File: src/rtl/eeprom_xfer_seq.sv
// Sequences one 24-series EEPROM page write (with ACK polling) or sequential random read
// through a byte-level i2c_master command port, one outstanding command at a time.
module eeprom_xfer_seq #(
  parameter int          NBYTES   = 4,
  parameter logic [6:0]  DEV_ADDR = 7'b1010000,
  parameter logic [15:0] POLL_MAX = 16'd2000
) (
  input  logic                clk,
  input  logic                reset,
  input  logic                req,
  input  logic                wr_mode,
  input  logic [15:0]         mem_addr,
  input  logic [8*NBYTES-1:0] din,
  output logic [8*NBYTES-1:0] dout,
  output logic                busy,
  output logic                done,
  output logic                err,
  output logic                m_start,
  output logic [2:0]          m_cmd,
  output logic [7:0]          m_tx,
  input  logic                m_busy,
  input  logic                m_done,
  input  logic [7:0]          m_rx,
  input  logic                m_nack
);

  localparam int W = 8 * NBYTES;

  localparam logic [2:0] CMD_START     = 3'd0;
  localparam logic [2:0] CMD_WRITE     = 3'd1;
  localparam logic [2:0] CMD_READ_ACK  = 3'd2;
  localparam logic [2:0] CMD_READ_NACK = 3'd3;
  localparam logic [2:0] CMD_STOP      = 3'd4;

  localparam logic [3:0] LAST_BYTE = 4'(NBYTES - 1);

  typedef enum logic [3:0] {
    IDLE, S_START, DEVW, ADRH, ADRL, WDATA, WSTOP, P_START,
    P_DEV, P_STOP, R_START, DEVR, RDATA, RSTOP, ESTOP, FIN
  } state_t;

  state_t        state;
  logic          pending;
  logic          wr_q;
  logic [15:0]   addr_q;
  logic [W-1:0]  data_q;
  logic [W-1:0]  shadow;
  logic [3:0]    byte_cnt;
  logic [15:0]   poll_cnt;
  logic          poll_ack;

  logic [2:0]    cur_cmd;
  logic [7:0]    cur_tx;
  logic [15:0]   poll_next;
  logic          last_byte;

  // Command and byte that the current state puts on the master port when it fires.
  always_comb begin
    cur_cmd   = CMD_START;
    cur_tx    = 8'h00;
    last_byte = (byte_cnt == LAST_BYTE);
    poll_next = (poll_cnt == 16'hFFFF) ? poll_cnt : poll_cnt + 16'd1;
    case (state)
      S_START, P_START, R_START: cur_cmd = CMD_START;
      DEVW, P_DEV: begin
        cur_cmd = CMD_WRITE;
        cur_tx  = {DEV_ADDR, 1'b0};
      end
      ADRH: begin
        cur_cmd = CMD_WRITE;
        cur_tx  = addr_q[15:8];
      end
      ADRL: begin
        cur_cmd = CMD_WRITE;
        cur_tx  = addr_q[7:0];
      end
      WDATA: begin
        cur_cmd = CMD_WRITE;
        cur_tx  = data_q[W-1 -: 8];
      end
      DEVR: begin
        cur_cmd = CMD_WRITE;
        cur_tx  = {DEV_ADDR, 1'b1};
      end
      RDATA: cur_cmd = last_byte ? CMD_READ_NACK : CMD_READ_ACK;
      WSTOP, P_STOP, RSTOP, ESTOP: cur_cmd = CMD_STOP;
      default: cur_cmd = CMD_START;
    endcase
  end

  always_ff @(posedge clk) begin
    if (!reset) begin
      state    <= IDLE;
      pending  <= 1'b0;
      wr_q     <= 1'b0;
      addr_q   <= 16'h0000;
      data_q   <= '0;
      shadow   <= '0;
      dout     <= '0;
      byte_cnt <= 4'd0;
      poll_cnt <= 16'd0;
      poll_ack <= 1'b0;
      busy     <= 1'b0;
      done     <= 1'b0;
      err      <= 1'b0;
      m_start  <= 1'b0;
      m_cmd    <= 3'd0;
      m_tx     <= 8'h00;
    end else begin
      m_start <= 1'b0;
      done    <= 1'b0;
      err     <= 1'b0;
      case (state)
        IDLE: begin
          if (req) begin
            wr_q     <= wr_mode;
            addr_q   <= mem_addr;
            data_q   <= din;
            byte_cnt <= 4'd0;
            poll_cnt <= 16'd0;
            pending  <= 1'b0;
            busy     <= 1'b1;
            state    <= S_START;
          end
        end
        FIN: state <= IDLE;
        default: begin
          // Each state fires its command once the master is free, then waits for completion.
          if (!pending) begin
            if (!m_busy) begin
              m_start <= 1'b1;
              m_cmd   <= cur_cmd;
              m_tx    <= cur_tx;
              pending <= 1'b1;
            end
          end else if (m_done) begin
            pending <= 1'b0;
            case (state)
              S_START: state <= DEVW;
              DEVW:    state <= m_nack ? ESTOP : ADRH;
              ADRH:    state <= m_nack ? ESTOP : ADRL;
              ADRL: begin
                if (m_nack)    state <= ESTOP;
                else if (wr_q) state <= WDATA;
                else           state <= R_START;
              end
              WDATA: begin
                if (m_nack) begin
                  state <= ESTOP;
                end else begin
                  data_q <= data_q << 8;
                  if (last_byte) state <= WSTOP;
                  else           byte_cnt <= byte_cnt + 4'd1;
                end
              end
              WSTOP:   state <= P_START;
              P_START: state <= P_DEV;
              P_DEV: begin
                poll_ack <= !m_nack;
                state    <= P_STOP;
              end
              P_STOP: begin
                if (poll_ack) begin
                  done  <= 1'b1;
                  busy  <= 1'b0;
                  state <= FIN;
                end else begin
                  poll_cnt <= poll_next;
                  if (poll_next == POLL_MAX) begin
                    done  <= 1'b1;
                    err   <= 1'b1;
                    busy  <= 1'b0;
                    state <= FIN;
                  end else begin
                    state <= P_START;
                  end
                end
              end
              R_START: state <= DEVR;
              DEVR:    state <= m_nack ? ESTOP : RDATA;
              RDATA: begin
                shadow <= (shadow << 8) | W'(m_rx);
                if (last_byte) state <= RSTOP;
                else           byte_cnt <= byte_cnt + 4'd1;
              end
              RSTOP: begin
                dout  <= shadow;
                done  <= 1'b1;
                busy  <= 1'b0;
                state <= FIN;
              end
              ESTOP: begin
                done  <= 1'b1;
                err   <= 1'b1;
                busy  <= 1'b0;
                state <= FIN;
              end
              default: state <= IDLE;
            endcase
          end
        end
      endcase
    end
  end

endmodule

File: config.mk
export PLATFORM = sky130hd
export DESIGN_NAME = eeprom_xfer_seq
export DESIGN_NICKNAME = d
export VERILOG_FILES = /design/src/rtl/eeprom_xfer_seq.sv
export SDC_FILE = /design/constraint.sdc
export NUM_CORES = 1
export LEC_CHECK = 0
export BUFFER_PORTS_ARGS = -buffer_cell sky130_fd_sc_hd__buf_2
export CAP_MARGIN = 15
export CORE_MARGIN = 8
export CORE_UTILIZATION = 35
export CTS_CLUSTER_SIZE = 25
export DETAILED_ROUTE_END_ITERATION = 10
export PLACE_DENSITY = 0.56
export SLEW_MARGIN = 20
export SYNTH_ARGS = -nofsm -noshare
export SYNTH_HDL_FRONTEND = slang
export SYNTH_SLANG_ARGS = --single-unit
File: constraint.sdc
create_clock -name clk -period 4.11 [get_ports clk]
set_input_delay 0.2055 -clock clk [delete_from_list [all_inputs] [get_ports clk]]
set_output_delay 0.2055 -clock clk [all_outputs]
set_load 0.05 [all_outputs]
; Word level (Yosys, flattened, before mapping)
; Cells that the tools add are included.
[word_totals]
regBits = 154
inputBits = 63
out_inout_bits = 47
word_cells = 133
[classes]
add_sub_neg = 2
eq_ne = 25
n_mux = 55
bitwise = 7
reduce_logical = 28
[ops]
columns = op, count
row1 = 2-to-1 mux 32 bit, 5
row2 = 2-to-1 mux 16 bit, 6
row3 = 2-to-1 mux 4 bit, 17
row4 = one-hot mux 32 bit (2 select lines), 1
row5 = one-hot mux 4 bit (13 select lines), 1
row6 = one-hot mux 8 bit (5 select lines), 1
row7 = == test 4 bit (second input constant), 8
row8 = OR 32 x 8 -> 32 bit, 1
row9 = one-hot mux 16 bit (2 select lines), 1
row10 = one-hot mux 4 bit (2 select lines), 3
row11 = AND reduction 6 bit, 4
row12 = adder 16 x 1 -> 16 bit (second input constant), 1
row13 = == test 16 x 11 -> 1 bit (second input constant), 1
row14 = == test 16 bit (second input constant), 1
row15 = == test 4 x 3 -> 1 bit (second input constant), 4
row16 = 2-to-1 mux 1 bit, 13
row17 = == test 4 x 2 -> 1 bit (second input constant), 3
row18 = AND reduction 4 bit, 3
row19 = nonzero test 3 bit, 4
row20 = one-hot mux 1 bit (2 select lines), 5
row21 = one-hot mux 3 bit (3 select lines), 1
row22 = nonzero test 2 bit, 4
row23 = OR reduction 4 bit, 2
row24 = NOT 1 bit, 6
row25 = other kinds (17), 21

; Depth between registers and ports, before layout
[logic_depth]
ltp_word = 9
depth_mapped = 9
ltp_nobuf = 7

; Worst setup path before layout
; No wires, ideal clock.
[synth_path]
kind = reg2reg
from = register poll_cnt[0]
to = register state[3]
setup_time_ns = 0.125
arrival_ns = 2.156
required_time_ns = 3.985
slack_ns = 1.829
stages_incl_launch_ff = 10
path_buffers = 2
path_cell_list = dfxtp_1 -> ha_1 -> buf_2 -> and4_1 -> and4_1 -> clkbuf_1 -> o31a_1 -> o22ai_1 -> nor4_4 -> o41a_1
[synth_between]
elab_chain_len = 9
elab_cells_between_ends = 10
classes_between = add/sub: 1 / eq/ne: 2 / mux: 7
[synth_rtl]
columns = item, line
row1 = "start, declared", 49  ; logic [15:0] poll_cnt;
row2 = "start signal, assigned", 168  ; poll_cnt <= poll_next;
row3 = adder 16 x 1 -> 16 bit or == test 16 bit (tied branches), 62  ; poll_next = (poll_cnt == 16'hFFFF) ? poll_cnt : poll_cnt + 16'd1;
row4 = 2-to-1 mux 16 bit *, 62
row5 = == test 16 x 11 -> 1 bit *, 169  ; if (poll_next == POLL_MAX) begin
row6 = 2-to-1 mux 4 bit *, 169
row7 = 2-to-1 mux 4 bit *, 163  ; if (poll_ack) begin
row8 = one-hot mux 4 bit (13 select lines) *, 138  ; case (state)
row9 = 2-to-1 mux 4 bit *, 136  ; end else if (m_done) begin
row10 = 2-to-1 mux 4 bit *, 129  ; if (!pending) begin
row11 = one-hot mux 4 bit (2 select lines) *, 113  ; case (state)
row12 = "end signal, assigned", 140  ; DEVW: state <= m_nack ? ESTOP : ADRH;
row13 = "end signal, assigned", 141  ; ADRH: state <= m_nack ? ESTOP : ADRL;
row14 = "end signal, assigned", 180  ; DEVR: state <= m_nack ? ESTOP : RDATA;
row15 = "end, declared", 42  ; state_t state;
; Every way passes the cells marked *; elsewhere a longest branch is shown, timed or not. The select of a mux whose other input is x is not followed.
; A chain may end at the register's enable or synchronous reset.

; Worst setup path in the final report
[layout_path]
from = register state[1]
to = register poll_cnt[14]
[layout_between]
elab_chain_len = 3
elab_cells_between_ends = 11
classes_between = eq/ne: 4 / mux: 1 / bitwise: 1 / reduce/logical: 5
[layout_rtl]
columns = item, line
row1 = "== test 4 bit, or another cell as far along", 138
row2 = "nonzero test 2 bit (no line), or another cell as far along", --
row3 = AND reduction 6 bit (no line), --
; Parallel ways exist; a longest one is shown, timed or not.

==> flow_summary.toml <==
[yosys]
syn_avg_cell_area_um2 = 7.73
synth_top_family_by_area = "simple AND/OR/NAND/NOR gates"
synth_top_area_share_pct = 45.7
synth_edf_count = 0
synth_top_cell_by_area = "dfxtp_1"
synth_mux_area_share_pct = 1.67
synthSimpleGateAreaFrac_pct = 27.5
synth_fp_nets = 937
async_flop_share_pct = 0
synth_compound_gate_area_share_pct = 19.2
ys.flop_type = "dfxtp_1"
ys_types = 62
synth_fa_ha_area_share_pct = 0.371
yosys_register_bits = 154
syn_inst = 872
synth.area.top_cells = "dfxtp_1 46%, nand2_1 13%, a21oi_1 8.3%, nor2_1 4.5%, a311oi_1 3.5%"
ys_seq_area_share_pct = 45.7
syn_area_mm2 = 0.00674
synthXorXnorAreaFrac_pct = 0.910
ys_warn_count = 0

[sta]
report.final.slew_viol_count = 0
fin_hold_ws_ns = 0.0218
slew_headroom_pct = 37.4
period_minus_slack_ns = 2.86
rsz0062_at_grt = "no"
finClkSkew_ns = 0.00916
setup_tns_ns = 0
hold_viol_final = 0
tightestPinTransition_ns = 0.939
finalCritPeriodShare_pct = 69.7
setup_viol_count_final = 0
clock.fmax_mhz = 349

[final_layout]
layout_commonest_cell = "nand2_1"
drive_above_1_share_pct = 17.6
final_nets = 1011
most-common-layout-cells = "232 x nand2_1, 154 x dfxtp_1, 112 x a21oi_1, 109 x buf_2, 80 x nor2_1"
multi_input_area_mm2 = 0.00337
nFillCells = 1982
antenna_cells = 0
area_growth_pct = 19.5
regArea_mm2 = 0.00308

[critical_path]
worstPathRequired_ns = 4.44
critical_path_class = "flip-flop to flip-flop"
worst-path-buf-inv = 1
arrival_ns = 3.19
startpoint_type = "flip-flop"
path_delay_family = "simple AND/OR/NAND/NOR gates"
crit_slowest_cell = "dfxtp_1"
cp_cell_sequence = "or4_1, buf_4, o22a_1, and3_1, and2_1, a31oi_1, a311oi_1"
end_kind = "flip-flop"
r2r_slack_ns = 1.25
max_stage_delay_ns = 0.86
cp_max_fo = 29

[detailed_routing]
drt_iter0_markers = 327
viasPerCell = 5.03
detail-route-antenna-nets = 0
dr_total_vias = 6135
drt_wl_total_um = 18500
wl_per_cell_um = 15.2
drc = 0
drtPass1Iterations = 5

[global_routing]
gr-usage-met1_pct = 20.2
grt_first_pass_wirelength_um = 30500
grt_pass1_vias = 5986
grt_max_degree = 87
gr-total-overflow = 0
grt_use_met3_pct = 3.51
use_met2_pct = 24.5
antenna_found_initial = 0
grt_most_used_layer = "met2"
grt_use_total_pct = 15.5

[place]
port_buffers = 109
dp_hpwl_um = 12600
gp_congestion = 0.811

[die]
die_area_mm2 = 0.0240
rows = 50
ioPinCount = 110
die_w_um = 155
dieHeight_um = 155
start_util_pct = 35.8
core_mm2 = 0.0188

[job]
cap_violations = 0

[power]
p_leak_uw = 0.00299
powerDensity_mw_per_mm2 = 451
ir_worst_vdd_mv = 0.281

[clocking]
clockBufferDepth = 2
insertion_delay_ns = 0.42
cts.clk_slew.worst_paths_ns = 0.07
root_buffer = "clkbuf_16"
cts_tree = "done"
cts_setup_buffers = 0
cts_inserted_buffers = 17
htree_levels = 4
cts_sinks = 154

[status]
status = "finished clean"

[worst_hold_path]
hold_class = "input port to flip-flop"
## report_power, final
part | total [uW] | switching [uW] | leakage (uW) | internal, uW
registers | 1630 | 49.1 | 0.00125 | 1580
logic | 475 | 315 | 0.00146 | 160
clock network | 1530 | 716 | 0.000277 | 810
total | 3630 | 1080 | 0.00299 | 2550
## cells in the mapped netlist, drive strengths merged (3+ instances only)
master	instances
o22ai	5
o22a	3
nor2b	6
nand3b	4
nand4	8
buf	16
nor3b	7
xnor2	4
nor4	7
mux2i	9
nand2	233
dfxtp	154
or3	3
nor3	15
nor2	81
a31oi	3
and3	7
o21ai	23
a21oi	112
nand3	17
and2	6
inv	4
and4	4
a22oi	10
a211oi	8
a32oi	3
clkbuf	54
nand2b	7
xor2	3
a311oi	27
## metal layers
metal	vias up	share of wire, %
met1	2831	49
met5	-	0
met2	117	46
li1	3170	-
met4	0	1.4
met3	17	3.4
## area by class of cell
| cell class | count | area share (%) |
|---|---|---|
| repair buffers | 125 | 8.36 |
| clock inverters | 15 | 1.94 |
| inverters | 5 | 0.264 |
| clock buffers | 17 | 5.28 |
| well taps | 260 | 4.04 |
| multi-input cells | 643 | 41.8 |
| flip-flops and latches | 154 | 38.3 |
## tightest hold or removal path, cell delays in order
cell	delay, ns
buf_2	0.10
nand2_1	0.05
a21oi_1	0.05
## what timing repair did
action                                  in CTS  in global routing
endpoints found under the setup margin       0                  0
gates resized for setup                      0                  0
hold buffers                                 3                  0
endpoints found under the hold margin        3                  0
## worst paths after layout
kind,endpoint,cells after the start,start
max,poll_cnt[14],7,state[1]
min,shadow[2],3,m_rx[2]
max reg2reg,poll_cnt[14],7,state[1]
min reg2reg,dout[4],2,dout[4]
## logic make-up (layout without fill, tap and decap cells)
logic type	after synthesis	count (layout)
adders and majority gates	2	2
and+or+nand+nor	413	413
AOI/OAI and AO/OA	210	210
buffers and inverters	75	162
xor gates and xnor gates	7	7
DFF	154	154
muxes	11	11
## per-stage QoR
step                instances  cell area, um2  worst slack [ns]  utilization, %  power, uW
floorplan                 872            6740              1.83               -       1990
detailed placement       1184            7440              1.26            39.5       2140
CTS                      1219            8050              1.24            42.8       3680
global route             1219            8050             0.975            42.8       3800
global placement         1184            7440              1.29            39.5       2130
finish                   1219            8050              1.25            42.8       3630
## state kept, by name, summed over array words and instances (netlist names), 3 cells and up
signal	cells
data_q	32
dout	32
shadow	32
addr_q	16
poll_cnt	16
m_tx	8
byte_cnt	4
state	4
m_cmd	3
(Power assumes the default switching activity.)
